[src/rtl/fetch_pkg.sv]
`default_nettype none
// ============================================================================
// Module   : fetch_pkg
// Brief    : Shared widths, entry layout and constants for the fetch stage.
// Revision : 1.0 - initial release
// ============================================================================
package fetch_pkg;

    localparam int ADDR_W  = 7;
    localparam int INSTR_W = 32;

    localparam logic [INSTR_W-1:0] NOP_INSTR = 32'h0000_0000;

    typedef struct packed {
        logic [ADDR_W-1:0]  pc;
        logic [INSTR_W-1:0] instr;
        logic               misalign;
    } fetch_entry_t;

endpackage
`default_nettype wire

[src/rtl/sync_fifo.sv]
`default_nettype none
// ============================================================================
// Module   : sync_fifo
// Brief    : Single-clock FIFO with push/pop/flush and occupancy count.
// Revision : 1.0 - initial release
// ============================================================================
module sync_fifo #(
    parameter int WIDTH = 8,
    parameter int DEPTH = 4
) (
    input  logic                       clk,
    input  logic                       rst,
    input  logic                       push,
    input  logic [WIDTH-1:0]           push_data,
    input  logic                       pop,
    input  logic                       flush,
    output logic [WIDTH-1:0]           pop_data,
    output logic                       empty,
    output logic [$clog2(DEPTH+1)-1:0] count
);

    localparam int c_PTR_W = $clog2(DEPTH);
    localparam int c_CNT_W = $clog2(DEPTH + 1);

    logic [WIDTH-1:0]   r_mem [DEPTH];
    logic [c_PTR_W-1:0] r_wr_ptr;
    logic [c_PTR_W-1:0] r_rd_ptr;
    logic [c_CNT_W-1:0] r_count;
    logic               w_full;
    logic               w_do_push;
    logic               w_do_pop;

    assign empty     = (r_count == '0);
    assign w_full    = (r_count == c_CNT_W'(DEPTH));
    assign w_do_pop  = pop && !empty;
    // A full FIFO still takes a push when the head leaves in the same cycle.
    assign w_do_push = push && (!w_full || w_do_pop);

    always_ff @(posedge clk or negedge rst) begin
        if (!rst) begin
            r_wr_ptr <= '0;
            r_rd_ptr <= '0;
            r_count  <= '0;
        end else if (flush) begin
            r_wr_ptr <= '0;
            r_rd_ptr <= '0;
            r_count  <= '0;
        end else begin
            if (w_do_push) r_wr_ptr <= r_wr_ptr + 1'b1;
            if (w_do_pop)  r_rd_ptr <= r_rd_ptr + 1'b1;
            case ({w_do_push, w_do_pop})
                2'b10:   r_count <= r_count + 1'b1;
                2'b01:   r_count <= r_count - 1'b1;
                default: r_count <= r_count;
            endcase
        end
    end

    always_ff @(posedge clk) begin
        if (w_do_push && !flush) r_mem[r_wr_ptr] <= push_data;
    end

    assign pop_data = r_mem[r_rd_ptr];
    assign count    = r_count;

endmodule
`default_nettype wire

[src/rtl/instr_fetch_queue.sv]
`default_nettype none
// ============================================================================
// Module   : instr_fetch_queue
// Brief    : Fetches instructions for incoming PCs and queues {PC, instr} to decode.
// Revision : 1.0 - initial release
// ============================================================================
module instr_fetch_queue #(
    parameter int ADDR_W  = fetch_pkg::ADDR_W,
    parameter int INSTR_W = fetch_pkg::INSTR_W,
    parameter int DEPTH   = 4
) (
    input  logic                       clk,
    input  logic                       rst,
    input  logic [ADDR_W-1:0]          inpPC,
    input  logic                       pcValid,
    output logic                       pcReady,
    output logic                       imemRdEn,
    output logic [ADDR_W-3:0]          imemAddr,
    input  logic [INSTR_W-1:0]         imemData,
    input  logic                       flush,
    output logic [INSTR_W-1:0]         outInstr,
    output logic [ADDR_W-1:0]          outPC,
    output logic                       outMisalign,
    output logic                       outValid,
    input  logic                       outReady,
    output logic [$clog2(DEPTH+1)-1:0] count
);

    import fetch_pkg::*;

    logic              r_inflight_valid;
    logic [ADDR_W-1:0] r_inflight_pc;
    logic              r_inflight_misalign;
    logic              w_room;
    logic              w_accept;
    logic              w_push;
    logic              w_pop;
    logic              w_fifo_empty;
    fetch_entry_t      w_push_entry;
    fetch_entry_t      w_head_entry;

    // The in-flight read holds a slot so the FIFO can never overflow.
    assign w_room   = (32'(count) + 32'(r_inflight_valid)) < 32'(DEPTH);
    assign pcReady  = rst && !flush && w_room;
    assign w_accept = pcValid && pcReady;
    assign imemRdEn = w_accept;
    assign imemAddr = inpPC[ADDR_W-1:2];

    // flush forces w_accept low, which also empties the in-flight slot.
    always_ff @(posedge clk or negedge rst) begin
        if (!rst) begin
            r_inflight_valid    <= 1'b0;
            r_inflight_pc       <= '0;
            r_inflight_misalign <= 1'b0;
        end else begin
            r_inflight_valid <= w_accept;
            if (w_accept) begin
                r_inflight_pc       <= inpPC;
                r_inflight_misalign <= |inpPC[1:0];
            end
        end
    end

    assign w_push_entry.pc       = r_inflight_pc;
    assign w_push_entry.instr    = imemData;
    assign w_push_entry.misalign = r_inflight_misalign;

    assign w_push = r_inflight_valid && !flush;
    assign w_pop  = outValid && outReady;

    sync_fifo #(
        .WIDTH ($bits(fetch_entry_t)),
        .DEPTH (DEPTH)
    ) u_fifo (
        .clk       (clk),
        .rst       (rst),
        .push      (w_push),
        .push_data (w_push_entry),
        .pop       (w_pop),
        .flush     (flush),
        .pop_data  (w_head_entry),
        .empty     (w_fifo_empty),
        .count     (count)
    );

    assign outValid    = !w_fifo_empty;
    assign outInstr    = outValid ? w_head_entry.instr    : NOP_INSTR;
    assign outPC       = outValid ? w_head_entry.pc       : '0;
    assign outMisalign = outValid ? w_head_entry.misalign : 1'b0;

endmodule
`default_nettype wire

[config.mk]
export PLATFORM = sky130hd
export DESIGN_NAME = instr_fetch_queue
export DESIGN_NICKNAME = d
export VERILOG_FILES = /design/src/rtl/fetch_pkg.sv /design/src/rtl/sync_fifo.sv /design/src/rtl/instr_fetch_queue.sv
export SDC_FILE = /design/constraint.sdc
export NUM_CORES = 1
export LEC_CHECK = 0
export BUFFER_PORTS_ARGS = -buffer_cell sky130_fd_sc_hd__buf_2
export CAP_MARGIN = 20
export CORE_AREA = 2 2 120 122
export CTS_CLUSTER_SIZE = 24
export DETAILED_ROUTE_END_ITERATION = 8
export DIE_AREA = 0 0 122 124
export PLACE_DENSITY = 0.75
export REMOVE_ABC_BUFFERS = 1
export SLEW_MARGIN = 20
export SYNTH_ARGS = -nofsm -noshare
export SYNTH_HDL_FRONTEND = slang
export SYNTH_SLANG_ARGS = --single-unit
[constraint.sdc]
create_clock -name clk -period 2.7 [get_ports clk]
set_clock_uncertainty 0.2 [all_clocks]
set_input_delay 0.135 -clock clk [delete_from_list [all_inputs] [get_ports clk]]
set_output_delay 0.135 -clock clk [all_outputs]
set_load 0.05 [all_outputs]
==> metrics.md <==
| Metric | Value |
|---|---|
| Largest net degree at the start of global routing | 43 |
| XOR/XNOR Fraction of Synth Area | 0.00371 |
| Source of the critical timing path | u_fifo.count[2] |
| Slew margin rel. | 0.478 |
| Initial antenna violation count | 0 |
| IO Count | 95 |
| Rows | 43 |
| Post-synth top area share | 0.678 |
| Final cell count without fillers | 687 |
| Final WS setup | between 200 and 250 ps |
| Switching part of the total power | 0.266 |
| Sequential-to-total area share from yosys stat | 0.734 |
| Status | finished clean |
| First-pass GRT wire length | slightly below 20 mm |
| Vias in the first global route | around 3,700 |
| Fmax | just over 0.4 GHz |
| Initial core utilization | 0.517 |
| Synth Area in Simple Gates | 0.0595 |
| Sequential share of power | 0.499 |
| Vias per cell | about 5.3 |
| Crit path launch type | flop |
| Combinational Power Share | 0.151 |
| CTS Sinks | between 150 and 200 |
| Max Cap Violations | 0 |
| Pwr/cell area | ~700 nW/um^2 |
| Minimum clock period | around 2500 ps |
| CTS tree | done |
| Compound-Gate Fraction of Synth Area | 0.0155 |
| Post-synthesis adder-cell area fraction | 0.00989 |
| Place WS | 252 ps |
| GR Util All Layers | 0.180 |
| Top_reg_cell synth | edfxtp_1 |
| Tcrit/Tclk final | 0.917 |
| Fillers | 972 |
| Mean post-synth cell area | around 20 sq um |
| NumNets Final | approximately 540 |
| Die H | 124 um |
| Pins over their slew limit | 0 |
| P_leak | slightly above 3 nW |
| Syn Inst Count | 351 |
| Critical path peak fanout | 11 |
| Psw | 1.66 mW |
| Final wirelength | 12.5 mm |
| RSZ-0062 raised after global routing | false |
| Synth area leaders | edfxtp_1 (68%), mux4_2 (12%), dfrtp_1 (5.6%) |
| Critical R2R Launch | u_fifo.count[2] |
| Longest Clk Path Bufs | 2 |
| Number of placed cells counting well taps | 607 |
| Layout cell share with drive strength beyond 1 | 0.377 |
| Post-synth EDFFs | 160 |
| Die area | 15,100 sq um |
| Final ANT Viol Nets | 0 |
| Largest family of logic cells by synthesized area | multiplexers |
| CORE AREA | around 14,000 sq um |
| Clock share of power | 0.350 |
| Area leader, netlist | edfxtp_1 |
| Hold WC Path Type | in2reg |
| Antenna cell count | 0 |
| Arrival time worst endpoint | approximately 2600 ps |
| Critical path endpoint category | flop |
| Multi-input logic area | between 1500 and 2000 sq um |
| #FFs+latches synth | around 180 |
| Netlist cell types | 37 |
| Mapped Area | approximately 7100 sq um |
| Total grt overflow | 0 |
| Pre-Repair DR Iteration Count | 4 |
| Initial DRC count | 355 |
| Fin. Hold Viols | 0 |
| Hold path start | imemData[8] |
| Worst VDD drop | 0.000568 V |
| P&R area growth vs syn | 22.9% |
| Slew @ Worst Pin | roughly 780 ps |
| P_int | around 4.6 mW |
| Die width | 122 um |
| Critical Path RT | between 2000 and 3000 ps |
| CTS root buffer | clkbuf_16 |
| Crit Path Class | reg2reg |
| Sequential cell area | 5210 sq um |
| Total power | 6.24 mW |
| H-tree levels | 4 |
| Buffers on Ports | 94 |
| Vias | between 3,000 and 4,000 |
| Post-synth ARST share | 0.0909 |
| GP Congestion | between 0.7 and 0.8 |
| # setup viols final | 0 |
| Hpwl dp | 7.19 mm |
| Yosys warns | 0 |
| Clock slew at reported path FFs | approximately 60 ps |
| DRC Markers | 0 |
| Multiplexer share of the synthesized area | 0.141 |
| CTS buffer count | 17 |
| Worst skew pair latency | approximately 420 ps |
| Drt wl/cell | between 15 and 20 um |
[layout by cell type (no fill, tap or decap), types with 4 or more instances in the layout]
cell           instances
and2_1                41
and2_2                 4
buf_12                 7
buf_2                 94
buf_4                  4
clkbuf_16             17
clkinvlp_4             4
dfrtp_1               14
dlygate4sd3_1         45
edfxtp_1             160
ha_1                   4
inv_1                  6
inv_6                  4
mux2_2                 7
mux4_2                38
nand2_1                4
nor2_1                10
o21ai_0                4
[per-layer routing]
metal / routed length [um] / share of wire / global-route usage / vias to the layer above
li1: - / - / - / 1665
met1: 5380 / 0.43 / 0.234 / 1851
met2: 6290 / 0.50 / 0.296 / 115
met3: 765 / 0.061 / 0.0582 / 5
met4: 104 / 0.0083 / 0.0503 / 0
met5: 0 / 0 / 0 / -
[power groups by stage]
| stage | clock network (mW) | logic (mW) | registers, mW |
|---|---|---|---|
| finish | 2.19 | 0.940 | 3.11 |
| CTS | 2.23 | 0.920 | 3.13 |
| floorplan | 0 | 0.576 | 3.20 |
| detailed placement | 0 | 0.867 | 3.19 |
| global placement | 0 | 0.854 | 3.18 |
| global route | 2.36 | 1.00 | 3.12 |
[what timing repair did]
item,4_1_cts,5_1_grt
endpoints found under the hold margin,160,0
endpoints found under the setup margin,0,16
gates resized for setup,0,0
buffers inserted,0,3
hold buffers,45,0
[Yosys cell counts (2+ instances only)]
cell and count:
edfxtp_1 160, and2_1 45, mux4_2 38, dfrtp_1 16, buf_2 10, nor2_1 10
mux2_2 7, buf_4 6, inv_1 6, buf_6 5, buf_12 4, ha_1 4
nand2_1 4, o21ai_0 4, a21oi_1 3, nand3_1 3, xor2_1 3, a31oi_1 2
and3_1 2, mux4_1 2
[flip-flops by register name (all words and copies together) (netlist names)]
name                 cells
u_fifo.r_mem           160
r_inflight_pc            7
u_fifo.count             3
u_fifo.r_rd_ptr          2
u_fifo.r_wr_ptr          2
r_inflight_misalign      1
r_inflight_valid         1
[final cells by class]
| class | instances | area share |
|---|---|---|
| Clock buffer | 17 | 0.0488 |
| Clock inverter | 15 | 0.0124 |
| Inverter | 6 | 0.00259 |
| Multi-Input combinational cell | 143 | 0.187 |
| Sequential cell | 176 | 0.598 |
| Tap cell | 180 | 0.0259 |
| Timing Repair Buffer | 150 | 0.125 |
[cells by family after synthesis]
| family | after synthesis |
|---|---|
| buffers and inverters | 32 |
| adders and majority gates | 5 |
| muxes | 48 |
| AOI/OAI and AO/OA | 16 |
| and+or+nand+nor | 71 |
| xor gates and xnor gates | 3 |
| DFF | 176 |
[critical path, cell delays in order, from the launching register on]
cell,delay (ps)
dfrtp_1,500
or3_4,440
nand2_2,90
a21oi_1,60
fa_1,530
and3_1,160
a21oi_1,40
o22a_1,210
a21oi_1,160
[stage by stage]
step,TNS (ps),utilization,area [sq um],hold WS [ps]
2_1_floorplan,-65330,-,6850,-361
3_3_place_gp,0,0.561,7690,-112
3_5_place_dp,0,0.561,7690,-118
4_1_cts,0,0.632,8680,240
5_1_grt,0,0.635,8710,245
6_report,0,0.635,8710,266
[final timing paths]
kind	end	slack, ps	cells after the start
max	u_fifo.count[1]	220	8
min	u_fifo.r_mem[2][9]	270	2
max reg2reg	u_fifo.count[1]	220	8
min reg2reg	u_fifo.r_mem[3][36]	310	0
max in group asynchronous	u_fifo.r_rd_ptr[0]	1000	3
min in group asynchronous	r_inflight_pc[6]	730	3
(Power assumes the default switching activity.)
